<file path="config.mk">
export PLATFORM = sky130hd
export DESIGN_NAME = mult_share_arbiter
export DESIGN_NICKNAME = d
export VERILOG_FILES = /design/src/rtl/mult_share_pkg.sv /design/src/rtl/mult_rr_grant.sv /design/src/rtl/mult_share_arbiter.sv
export SDC_FILE = /design/constraint.sdc
export NUM_CORES = 1
export LEC_CHECK = 0
export ABC_CLOCK_PERIOD_IN_PS = 2700
export CAP_MARGIN = 20
export CORE_ASPECT_RATIO = 1.2
export CORE_MARGIN = 4
export CORE_UTILIZATION = 50
export DETAILED_ROUTE_END_ITERATION = 16
export PLACE_DENSITY = 0.79
export SLEW_MARGIN = 25
export SYNTH_ARGS = -nofsm -noshare
export SYNTH_HDL_FRONTEND = slang
export SYNTH_SLANG_ARGS = --single-unit
</file>
<file path="constraint.sdc">
create_clock -name clk -period 2.7 [get_ports clk]
set_input_delay 0.54 -clock clk [delete_from_list [all_inputs] [get_ports clk]]
set_output_delay 0.54 -clock clk [all_outputs]
set_load 0.05 [all_outputs]
</file>
<file path="src/rtl/mult_share_pkg.sv">
// Shared types and sizing for the time-multiplexed shift-add multiplier.
// Optional zero-operand bypass is enabled by defining MULT_SHARE_ZERO_SKIP_EN.
package mult_share_pkg;

    typedef enum logic [1:0] {
        IDLE = 2'd0,
        CALC = 2'd1,
        DONE = 2'd2
    } state_t;

    localparam int OP_W   = 4;
    localparam int PROD_W = 8;
    localparam int STEPS  = 4;
    localparam int CNT_W  = $clog2(STEPS);

endpackage

</file>
<file path="src/rtl/mult_rr_grant.sv">
// Two-requester round-robin grant; the pointer names the requester that wins a tie.
module mult_rr_grant #(
    parameter int RR_START = 0
) (
    input  logic clk,
    input  logic rst_n,
    input  logic enable,
    input  logic valid0,
    input  logic valid1,
    output logic grant0,
    output logic grant1
);

    logic ptr;

    // A grant always coincides with its valid, so a grant is also an accept.
    always_comb begin
        grant0 = enable & valid0 & (~valid1 | ~ptr);
        grant1 = enable & valid1 & (~valid0 | ptr);
    end

    always_ff @(posedge clk) begin
        if (!rst_n) begin
            ptr <= (RR_START != 0);
        end else if (grant0) begin
            ptr <= 1'b1;
        end else if (grant1) begin
            ptr <= 1'b0;
        end
    end

endmodule

</file>
<file path="src/rtl/mult_share_arbiter.sv">
// Two requesters share one 4x4 shift-add multiplier, one transaction at a time.
// Define MULT_SHARE_ZERO_SKIP_EN to finish zero-operand requests without the CALC pass.
module mult_share_arbiter
    import mult_share_pkg::*;
#(
    parameter int RR_START = 0
) (
    input  logic              clk,
    input  logic              rst_n,
    input  logic              req0_valid,
    input  logic              req1_valid,
    output logic              req0_ready,
    output logic              req1_ready,
    input  logic [OP_W-1:0]   req0_a,
    input  logic [OP_W-1:0]   req0_b,
    input  logic [OP_W-1:0]   req1_a,
    input  logic [OP_W-1:0]   req1_b,
    output logic              rsp_valid,
    input  logic              rsp_ready,
    output logic [PROD_W-1:0] rsp_product,
    output logic              rsp_src
);

    state_t              state;
    logic                grant0;
    logic                grant1;
    logic                accept;
    logic                zero_op;
    logic [OP_W-1:0]     sel_a;
    logic [OP_W-1:0]     sel_b;
    logic [OP_W-1:0]     a_reg;
    logic [OP_W-1:0]     b_reg;
    logic [PROD_W-1:0]   acc;
    logic [PROD_W-1:0]   partial;
    logic [CNT_W-1:0]    cnt;

    mult_rr_grant #(
        .RR_START(RR_START)
    ) u_grant (
        .clk    (clk),
        .rst_n  (rst_n),
        .enable (rst_n && (state == IDLE)),
        .valid0 (req0_valid),
        .valid1 (req1_valid),
        .grant0 (grant0),
        .grant1 (grant1)
    );

    assign req0_ready = grant0;
    assign req1_ready = grant1;
    assign accept     = grant0 | grant1;
    assign sel_a      = grant1 ? req1_a : req0_a;
    assign sel_b      = grant1 ? req1_b : req0_b;
    assign partial    = b_reg[cnt] ? (PROD_W'(a_reg) << cnt) : '0;
    assign rsp_product = rsp_valid ? acc : '0;

`ifdef MULT_SHARE_ZERO_SKIP_EN
    assign zero_op = (sel_a == '0) || (sel_b == '0);
`else
    assign zero_op = 1'b0;
`endif

    // One partial product per CALC edge; the result is presented once all bits of b are consumed.
    always_ff @(posedge clk) begin
        if (!rst_n) begin
            state     <= IDLE;
            rsp_valid <= 1'b0;
            rsp_src   <= 1'b0;
            acc       <= '0;
            cnt       <= '0;
            a_reg     <= '0;
            b_reg     <= '0;
        end else begin
            case (state)
                IDLE: begin
                    if (accept) begin
                        a_reg   <= sel_a;
                        b_reg   <= sel_b;
                        rsp_src <= grant1;
                        acc     <= '0;
                        cnt     <= '0;
                        if (zero_op) begin
                            state     <= DONE;
                            rsp_valid <= 1'b1;
                        end else begin
                            state <= CALC;
                        end
                    end
                end
                CALC: begin
                    acc <= acc + partial;
                    cnt <= cnt + 1'b1;
                    if (cnt == CNT_W'(STEPS - 1)) begin
                        state     <= DONE;
                        rsp_valid <= 1'b1;
                    end
                end
                DONE: begin
                    if (rsp_ready) begin
                        state     <= IDLE;
                        rsp_valid <= 1'b0;
                    end
                end
                default: begin
                    state     <= IDLE;
                    rsp_valid <= 1'b0;
                end
            endcase
        end
    end

endmodule
</file>
# Yosys cells after proc, flatten, opt, wreduce, memory -nomap -nowiden
# Index checks and enable logic that the tools add are counted.
[word_totals]
reg_bits = 23
input_bits = 21
out_inout_bits = 12
word_cells = 56
[op_classes]
add_sub_neg = 2
n_lt_le_gt_ge = 1
eq_ne = 6
shifts = 1
mux = 19
n_bitwise = 11
reduce_logical = 8
[op_table]
columns = ["operator", "count"]
rows = [
  ["$mux 8", 3],
  ["$pmux 8 s2", 1],
  ["$add 8x8->8", 1],
  ["$mux 2", 4],
  ["$mux 4", 2],
  ["$shl 4x2->8", 1],
  ["$ne 2x2->1 const B", 3],
  ["$pmux 2 s3", 1],
  ["$reduce_and 3->1", 2],
  ["$mux 1", 5],
  ["$and 1x1->1", 4],
  ["$eq 2x2->1 const B", 2],
  ["$not 1->1", 4],
  ["$pmux 2 s2", 1],
  ["$reduce_and 2->1", 2],
  ["$reduce_bool 2->1", 2],
  ["$lt 2x3->1 const B", 1],
  ["$or 1x1->1", 3],
  ["$pmux 1 s3", 1],
  ["$add 2x1->2 const B", 1],
  ["$bmux 1 s2", 1],
  ["$eq 2x1->1 const B", 1],
  ["$logic_not 2->1", 1],
  ["$logic_and 1x1->1", 1],
]

# Logic depth before layout (Yosys ltp)
# Gate-level depths: netlist (run 1).
[logic_depth]
ltp_word = 7
ltp_mapped = 10
mapped_depth_nobuf = 9

# Modules after synthesis
# From an unflattened synthesis (run 1), not the netlist that was laid out.
[unflattened]
cells_unflattened = 177
area_unflattened_um2 = 1591.5
[modules_own_cells]
columns = ["module", "n_inst", "cells_each", "area_each_um2", "seq_area_each_um2"]
rows = [
  ["mult_share_arbiter", 1, 168, 1532.7, 440.4],
  ["mult_rr_grant", 1, 9, 58.8, 20.0],
]

# Worst setup path after synthesis (run 1)
# Ideal clock, no wire load.
[synth_timing]
kind = "register -> register"
from = "register cnt[0]"
to = "register acc[6]"
setup_ns = 0.129
arrival_ns = 1.998
required_time_ns = 2.571
path_slack_ns = 0.573
stages_incl_launch_ff = 8
n_path_buf = 0
synth_period_minus_slack_ns = 2.127
path_cell_list = "dfxtp_1 -> mux4_2 -> and2_1 -> ha_1 -> a211oi_1 -> o21bai_1 -> mux2i_1 -> o211ai_1"
[synth_via]
elab_chain_len = 5
word_cells_on_any_way = 6
classes_between = "1 x add/sub; 1 x shift; 4 x mux"
[synth_lines]
columns = ["element", "line", "text"]
rows = [
  ["start, declared", "mult_share_arbiter.sv:35", "logic [CNT_W-1:0] cnt;"],
  ["start signal, assigned", "mult_share_arbiter.sv:92", "cnt <= cnt + 1'b1;"],
  ["$bmux 1 s2", "mult_share_arbiter.sv:54", "assign partial = b_reg[cnt] ? (PROD_W'(a_reg) << cnt) : '0;"],
  ["$mux 1 (implied by the code)", "mult_share_arbiter.sv:54", ""],
  ["$mux 8 (*)", "mult_share_arbiter.sv:54", ""],
  ["$add 8x8->8 (*)", "mult_share_arbiter.sv:91", "acc <= acc + partial;"],
  ["$pmux 8 s2 (*)", "mult_share_arbiter.sv:74", "case (state)"],
  ["end signal, assigned", "mult_share_arbiter.sv:91", ""],
  ["end, declared", "mult_share_arbiter.sv:33", "logic [PROD_W-1:0] acc;"],
]
# Every way passes the cells marked *; elsewhere a longest branch is shown, timed or not. The select of a mux whose other input is x is not followed.
# A chain may end at the register's enable or synchronous reset.

# Worst setup path after layout (run 1)
[layout_timing]
from = "register rsp_valid"
to = "output port rsp_product[2]"
[layout_via]
elab_chain_len = 1
[layout_lines]
columns = ["element", "line", "text"]
rows = [
  ["start, declared", "mult_share_arbiter.sv:18", "output logic rsp_valid,"],
  ["start signal, assigned", "mult_share_arbiter.sv:67", "rsp_valid <= 1'b0;"],
  ["start signal, assigned", "mult_share_arbiter.sv:84", "rsp_valid <= 1'b1;"],
  ["start signal, assigned", "mult_share_arbiter.sv:95", "rsp_valid <= 1'b1;"],
  ["$mux 8", "mult_share_arbiter.sv:55", "assign rsp_product = rsp_valid ? acc : '0;"],
  ["end, declared", "mult_share_arbiter.sv:20", "output logic [PROD_W-1:0] rsp_product,"],
]
# No other way between the ends.

==> results.md, run 1 <==
- Max transition margin: 67.0%
- GP Congestion: 0.818
- Number of top-level design ports: 33
- Final WL: 3210 µm
- Global routing usage summed across all routing layers: 18.2%
- Multi-input combinational cell area: 961 µm²
- Synthesized netlist net count: 200
- H-tree depth: 1
- Highest Clock Rate: 427 MHz
- Number of synthesized flops with an enable pin: 0
- Warning count from the yosys run: 0
- Total global routing overflow: 0
- Worst slew pin tran: 0.493 ns
- Clock tree from TritonCTS: yes
- Post-synth top area cell: sky130_fd_sc_hd__dfxtp_1
- Clock Power Share: 24.9%
- Final count of hold timing violations: 0
- Fraction of power spent switching nets: 27.5%
- HPWL after DPL: 2600 µm
- Wire length of the first global-routing pass: 5570 µm
- Most instantiated cells after synthesis: sky130_fd_sc_hd__dfxtp_1 (23), sky130_fd_sc_hd__o21ai_0 (14), sky130_fd_sc_hd__a21oi_1 (13), sky130_fd_sc_hd__mux2i_1 (13)
- Antenna-violating nets left: 0
- Fillcell total: 248
- Arrival time at the worst endpoint: 1.80 ns
- Total power after layout: 661 µW
- Chip Height: 68.1 µm
- Post-placement worst setup slack: 0.388 ns
- Required time reported for the critical path endpoint: 2.16 ns
- Final Critical Period: 2.34 ns
- Flip-flop and latch count after synthesis: 23
- Placeable core region: 2840 µm²
- Clock latency on the worst-skew pair: 0.32 ns
- Count of final setup violators: 0
- Port buffer count: 32
- Synth async-reset ratio: 0%
- Status: finished clean
- Worst setup margin: 0.358 ns
- Number of diodes: 0
- Final cycle utilization of the critical path: 86.8%
- # Post-CTS Setup Buffers: 0
- Die area: 3950 µm²
- Launching element type of the critical path: register
- Part of the total power dissipated in sequential elements: 56.3%
- Critical path endpoint category: primary output
- Clock transition at the register clock pins on the worst setup and hold paths after CTS: 0.12 ns
- Initial cell density of the core: 53.0%
- Most used flip-flop cell after synthesis: sky130_fd_sc_hd__dfxtp_1
- Instance count of the mapped netlist: 170
- Total number of vias: 1351
- Cell variety after synth: 45
- Area growth, synth to finish: 25.6%
- Internal power component: 479 µW
- Critical path class: register to primary output
- Number of buffers created by CTS: 3
- Clock Root Buffer: sky130_fd_sc_hd__clkbuf_4
- Clock sink count: 23
- Post-place instance area: 1860 µm²
- Largest driver fanout on the critical path: 11
- Post-placement cell count: 232
- Share of synthesized area occupied by flip-flops and latches: 30.6%
- Number of cells upsized or downsized after cts: 0
- Number of flip-flops under the largest register name: 8
- Drt pass-1 iters: 4
- Vias in the first global route: 1335
- Post-synth top area share: 30.6%
- Total standard cell area after synthesis: 1500 µm²
- Leakage power: 0.796 nW
- Non-Filler Cell Area, Final: 1890 µm²
- Peak VDD IR: 0.000365 V
- Top cells by area in the synthesized netlist: sky130_fd_sc_hd__dfxtp_1 (31%), sky130_fd_sc_hd__mux2i_1 (8.7%), sky130_fd_sc_hd__ha_1 (6.7%)
- Number of non-filler instances in the completed layout: 236
- Cell with the most instances after synthesis: sky130_fd_sc_hd__dfxtp_1
- Final net count: 233
- # Max-Cap Violations: 0
- Setup repair after global routing missed its margin: no
- Final count of pins violating max slew: 0
- Final worst hold slack: 0.473 ns
- Routed wire length per instance: 13.6 µm
- Number of remaining DRC errors: 0
- Worst setup skew after layout: 0.00684 ns
- Net switching power figure: 182 µW
- Logic gate share of total power: 18.9%
- Detailed-route vias per instance: 5.72
- Sequential standard cell area: 460 µm²
- Final TNS setup: 0 ns
- Buffers from clock root to sink, at most: 2
- Number of antenna violations at the first check in global routing: 0
- Power density over the cells: 350 nW/µm²
- Floorplan die width: 58.0 µm
- Proportion of layout cells with a drive suffix above 1: 8.42%
- Maximum number of pins on one net before global-route repair: 18
- Site row count: 21
- Type of the worst min-delay path: register to register
- Utilization after layout: 66.5%
- Number of hold buffers added after CTS: 0
- Drt first-iter violations: 29
- Synthesized area divided by synthesized cell count: 8.84 µm²
worst max-delay path: stages, from the launching register on:
cell and delay, ns:
sky130_fd_sc_hd__dfxtp_1 0.52, sky130_fd_sc_hd__and2_1 0.18, sky130_fd_sc_hd__clkdlybuf4s50_1 0.79
cell families (layout without fill, tap and decap cells):
logic type / count (synthesis) / in the layout / synth area share, %
simple gates: 58 / 58 / 22.4
fa+ha+maj: 9 / 9 / 7.99
mux: 15 / 15 / 10.9
buf+inv: 14 / 46 / 5.41
compound gates: 49 / 49 / 21.5
flops: 23 / 23 / 30.6
xor+xnor: 2 / 2 / 1.17
routing by layer:
metal / routed length (µm) / global-route usage, % / vias to the layer above
met5: 0 / 0 / -
met4: 91 / 9.86 / 0
met3: 164 / 3.21 / 9
met2: 1670 / 35.5 / 38
met1: 1280 / 18.1 / 618
li1: - / - / 686
final timing paths:
path | startpoint | to | slack (ns) | cells after the start
worst max-delay path | rsp_valid | rsp_product[2] | 0.36 | 2
worst min-delay path | rsp_src | rsp_src | 0.47 | 2
worst max register to register | cnt[1] | acc[5] | 0.37 | 8
worst min register to register | rsp_src | rsp_src | 0.47 | 2
power groups by stage:
stage	logic, mW	registers (mW)	clock network [mW]
finish	0.125	0.372	0.164
global route	0.137	0.375	0.184
CTS	0.125	0.372	0.168
detailed placement	0.125	0.380	0
global placement	0.122	0.378	0
floorplan	0.0744	0.378	0
final cells by class:
class / instances / area share (%)
tap: 34 / 2.25
timing repair buffer: 37 / 20.0
inverter: 5 / 0.995
clock buffer: 4 / 1.39
sequential: 23 / 24.4
multi-input combinational: 133 / 50.9
cell usage in the layout, fill, tap and decap left out, types with 2 or more instances in the layout:
master,synthesis,routed
sky130_fd_sc_hd__o21ai_1,2,2
sky130_fd_sc_hd__a211o_1,2,2
sky130_fd_sc_hd__buf_12,0,2
sky130_fd_sc_hd__and2_1,12,12
sky130_fd_sc_hd__clkdlybuf4s50_1,0,30
sky130_fd_sc_hd__nor2b_1,6,6
sky130_fd_sc_hd__mux2i_1,13,13
sky130_fd_sc_hd__nand3b_1,2,2
sky130_fd_sc_hd__o211ai_1,2,2
sky130_fd_sc_hd__nand2_1,12,12
sky130_fd_sc_hd__nor3b_1,2,2
sky130_fd_sc_hd__a22oi_1,4,4
sky130_fd_sc_hd__a21oi_1,13,13
sky130_fd_sc_hd__ha_1,8,8
sky130_fd_sc_hd__nand3_1,9,9
sky130_fd_sc_hd__a21o_1,2,2
sky130_fd_sc_hd__dfxtp_1,23,23
sky130_fd_sc_hd__clkbuf_4,0,3
sky130_fd_sc_hd__o21ai_0,14,14
sky130_fd_sc_hd__inv_1,5,5
sky130_fd_sc_hd__nor4_1,2,2
sky130_fd_sc_hd__xor2_1,2,2
sky130_fd_sc_hd__nor3_1,3,3
sky130_fd_sc_hd__and4_1,2,2
sky130_fd_sc_hd__buf_4,3,5
sky130_fd_sc_hd__nor2_1,2,2
Note: power is estimated with default switching activity, not from simulation.
==> inputs of run 2 (changes only) <==
HOLD_SLACK_MARGIN = 0.05   (was unset)
==> results of run 2 <==
Final layout, timing and power as in run 1 (identical DEF).
==> inputs of run 3 (changes only) <==
ABC_CLOCK_PERIOD_IN_PS = 2240   (was 2700)
clock period = 2.24 ns   (was 2.7 ns; I/O delays follow)
==> run 3 against run 2 <==
  * Sequential share of layout area fell by 0.16 points
  * Largest cell class unchanged
  * Global-route usage shrank 0.96 points
  * Cell count up 0.42%
  * Critical endpoint is now acc[6]
==> results.md, run 3 (synthesized netlist as in run 1, its figures left out) <==
- Status: finished clean
- Antenna-violating nets left: 0
- Arrival time at the worst endpoint: 2.32 ns
- Number of top-level design ports: 33
- Longest individual stage delay on the worst path: 0.52 ns
- Leakage power: 0.832 nW
- Floorplan die width: 58.0 µm
- Worst path slowest cell: sky130_fd_sc_hd__mux4_2
- Power density over the cells: 415 nW/µm²
- Fillcell total: 240
- Required time reported for the critical path endpoint: 2.44 ns
- Chip Height: 68.1 µm
- H-tree depth: 1
- Largest driver fanout on the critical path: 6
- Number of flip-flops under the largest register name: 8
- Post-place instance area: 1850 µm²
- Number of diodes: 0
- Utilization after layout: 67.3%
- Critical path endpoint category: register
- Cell class contributing the biggest share of worst-path delay: multiplexers
- Total global routing overflow: 0
- Most frequent cells in the layout: sky130_fd_sc_hd__dfxtp_1 (21), sky130_fd_sc_hd__clkdlybuf4s50_1 (21), sky130_fd_sc_hd__o21ai_0 (14), sky130_fd_sc_hd__buf_4 (14)
- Total number of vias: 1307
- Drt pass-1 iters: 4
- Max transition margin: 66.7%
- WP buf/inv: 0
- Routed wire length per instance: 13.2 µm
- Wire length of the first global-routing pass: 5420 µm
- Launching element type of the critical path: register
- # Max-Cap Violations: 0
- Final TNS setup: 0 ns
- Clock tree from TritonCTS: yes
- Count of final setup violators: 0
- Final WL: 3120 µm
- Final net count: 234
- Final cycle utilization of the critical path: 94.6%
- Clock sink count: 23
- Area growth, synth to finish: 27.1%
- Drt first-iter violations: 30
- Detailed-route vias per instance: 5.51
- Global routing usage summed across all routing layers: 17.3%
- Highest Clock Rate: 472 MHz
- Number of remaining DRC errors: 0
- Clock transition at the register clock pins on the worst setup and hold paths after CTS: 0.12 ns
- Proportion of layout cells with a drive suffix above 1: 15.3%
- # Post-CTS Setup Buffers: 0
- Vias in the first global route: 1303
- Non-Filler Cell Area, Final: 1910 µm²
- Multi-input combinational cell area: 991 µm²
- Worst setup skew after layout: 0.00119 ns
- Setup repair after global routing missed its margin: no
- Maximum number of pins on one net before global-route repair: 18
- Clock Root Buffer: sky130_fd_sc_hd__clkbuf_4
- Initial cell density of the core: 53.0%
- Number of buffers created by CTS: 3
- Final count of pins violating max slew: 0
- Final worst hold slack: 0.484 ns
- Number of antenna violations at the first check in global routing: 0
- Critical path class: register to register
- Peak VDD IR: 0.000362 V
- Worst slew pin tran: 0.498 ns
- Placeable core region: 2840 µm²
- GP Congestion: 0.820
- Site row count: 21
- HPWL after DPL: 2540 µm
- Critical Path, Cell by Cell: mux4_2 > o211a_1 > ha_1 > o21ai_0 > o21bai_1 > mux2i_1 > o211ai_1
- Sequential standard cell area: 463 µm²
- Post-placement cell count: 233
- Final Critical Period: 2.12 ns
- Final count of hold timing violations: 0
- Clock latency on the worst-skew pair: 0.31 ns
- Number of non-filler instances in the completed layout: 237
- Buffers from clock root to sink, at most: 2
- Port buffer count: 32
- Type of the worst min-delay path: register to register
- Die area: 3950 µm²
==> run 3: cell types whose count changed in the layout (fill, tap and decap cells not counted), sizes merged <==
cell,previous run,this run
buf,7,16
clkdlybuf4s50,30,21
dlymetal6s2s,0,1
==> run 3: power breakdown <==
| group | total (mW) | leakage [nW] | switching (mW) | internal [mW] |
|---|---|---|---|---|
| combinational | 0.153 | 0.629 | 0.0713 | 0.0819 |
| sequential | 0.448 | 0.188 | 0.0200 | 0.428 |
| clock | 0.192 | 0.0150 | 0.123 | 0.0695 |
==> run 3: path summary, 6_finish.rpt <==
kind / startpoint / end / slack, ns / depth (start not counted)
worst max-delay path: cnt[0] / acc[6] / 0.12 / 7
worst min-delay path: rsp_src / rsp_src / 0.48 / 2
worst max register to register: cnt[0] / acc[6] / 0.12 / 7
worst min register to register: rsp_src / rsp_src / 0.48 / 2
==> run 3: per-stage QoR <==
stage          power (mW)  setup WS [ns]
2_1_floorplan       0.545          0.113
3_3_place_gp        0.605          0.134
3_5_place_dp        0.610         0.0690
4_1_cts             0.796         0.0422
5_1_grt             0.830        0.00937
6_report            0.793          0.122
==> run 3: routing by layer <==
layer | vias to the layer above | global-route usage, % | wire (µm) | part of all wire (%)
li1 | 686 | - | - | -
met1 | 590 | 18.8 | 1320 | 42
met2 | 29 | 34.6 | 1640 | 52
met3 | 2 | 2.45 | 152 | 4.9
met4 | 0 | 4.06 | 14 | 0.45
met5 | - | 0 | 0 | 0
==> run 3: what timing repair did <==
item / 4_1_cts / 5_1_grt
resized for setup: 0 / 7
endpoints found under the setup margin: 0 / 5
hold buffers: 0 / 0
==> run 3: tightest hold or removal path: cells and delay by family (launching register included) <==
family	cells	cell delay, ns
flip-flops	1	0.34
AND/OR/NAND/NOR	2	0.11
==> run 3: final cells by class <==
class | instances | share of cell area, %
Tap cell | 34 | 2.23
Sequential cell | 23 | 24.2
Clock buffer | 4 | 1.38
Timing Repair Buffer | 38 | 19.3
Inverter | 5 | 0.983
Multi-Input combinational cell | 133 | 51.9
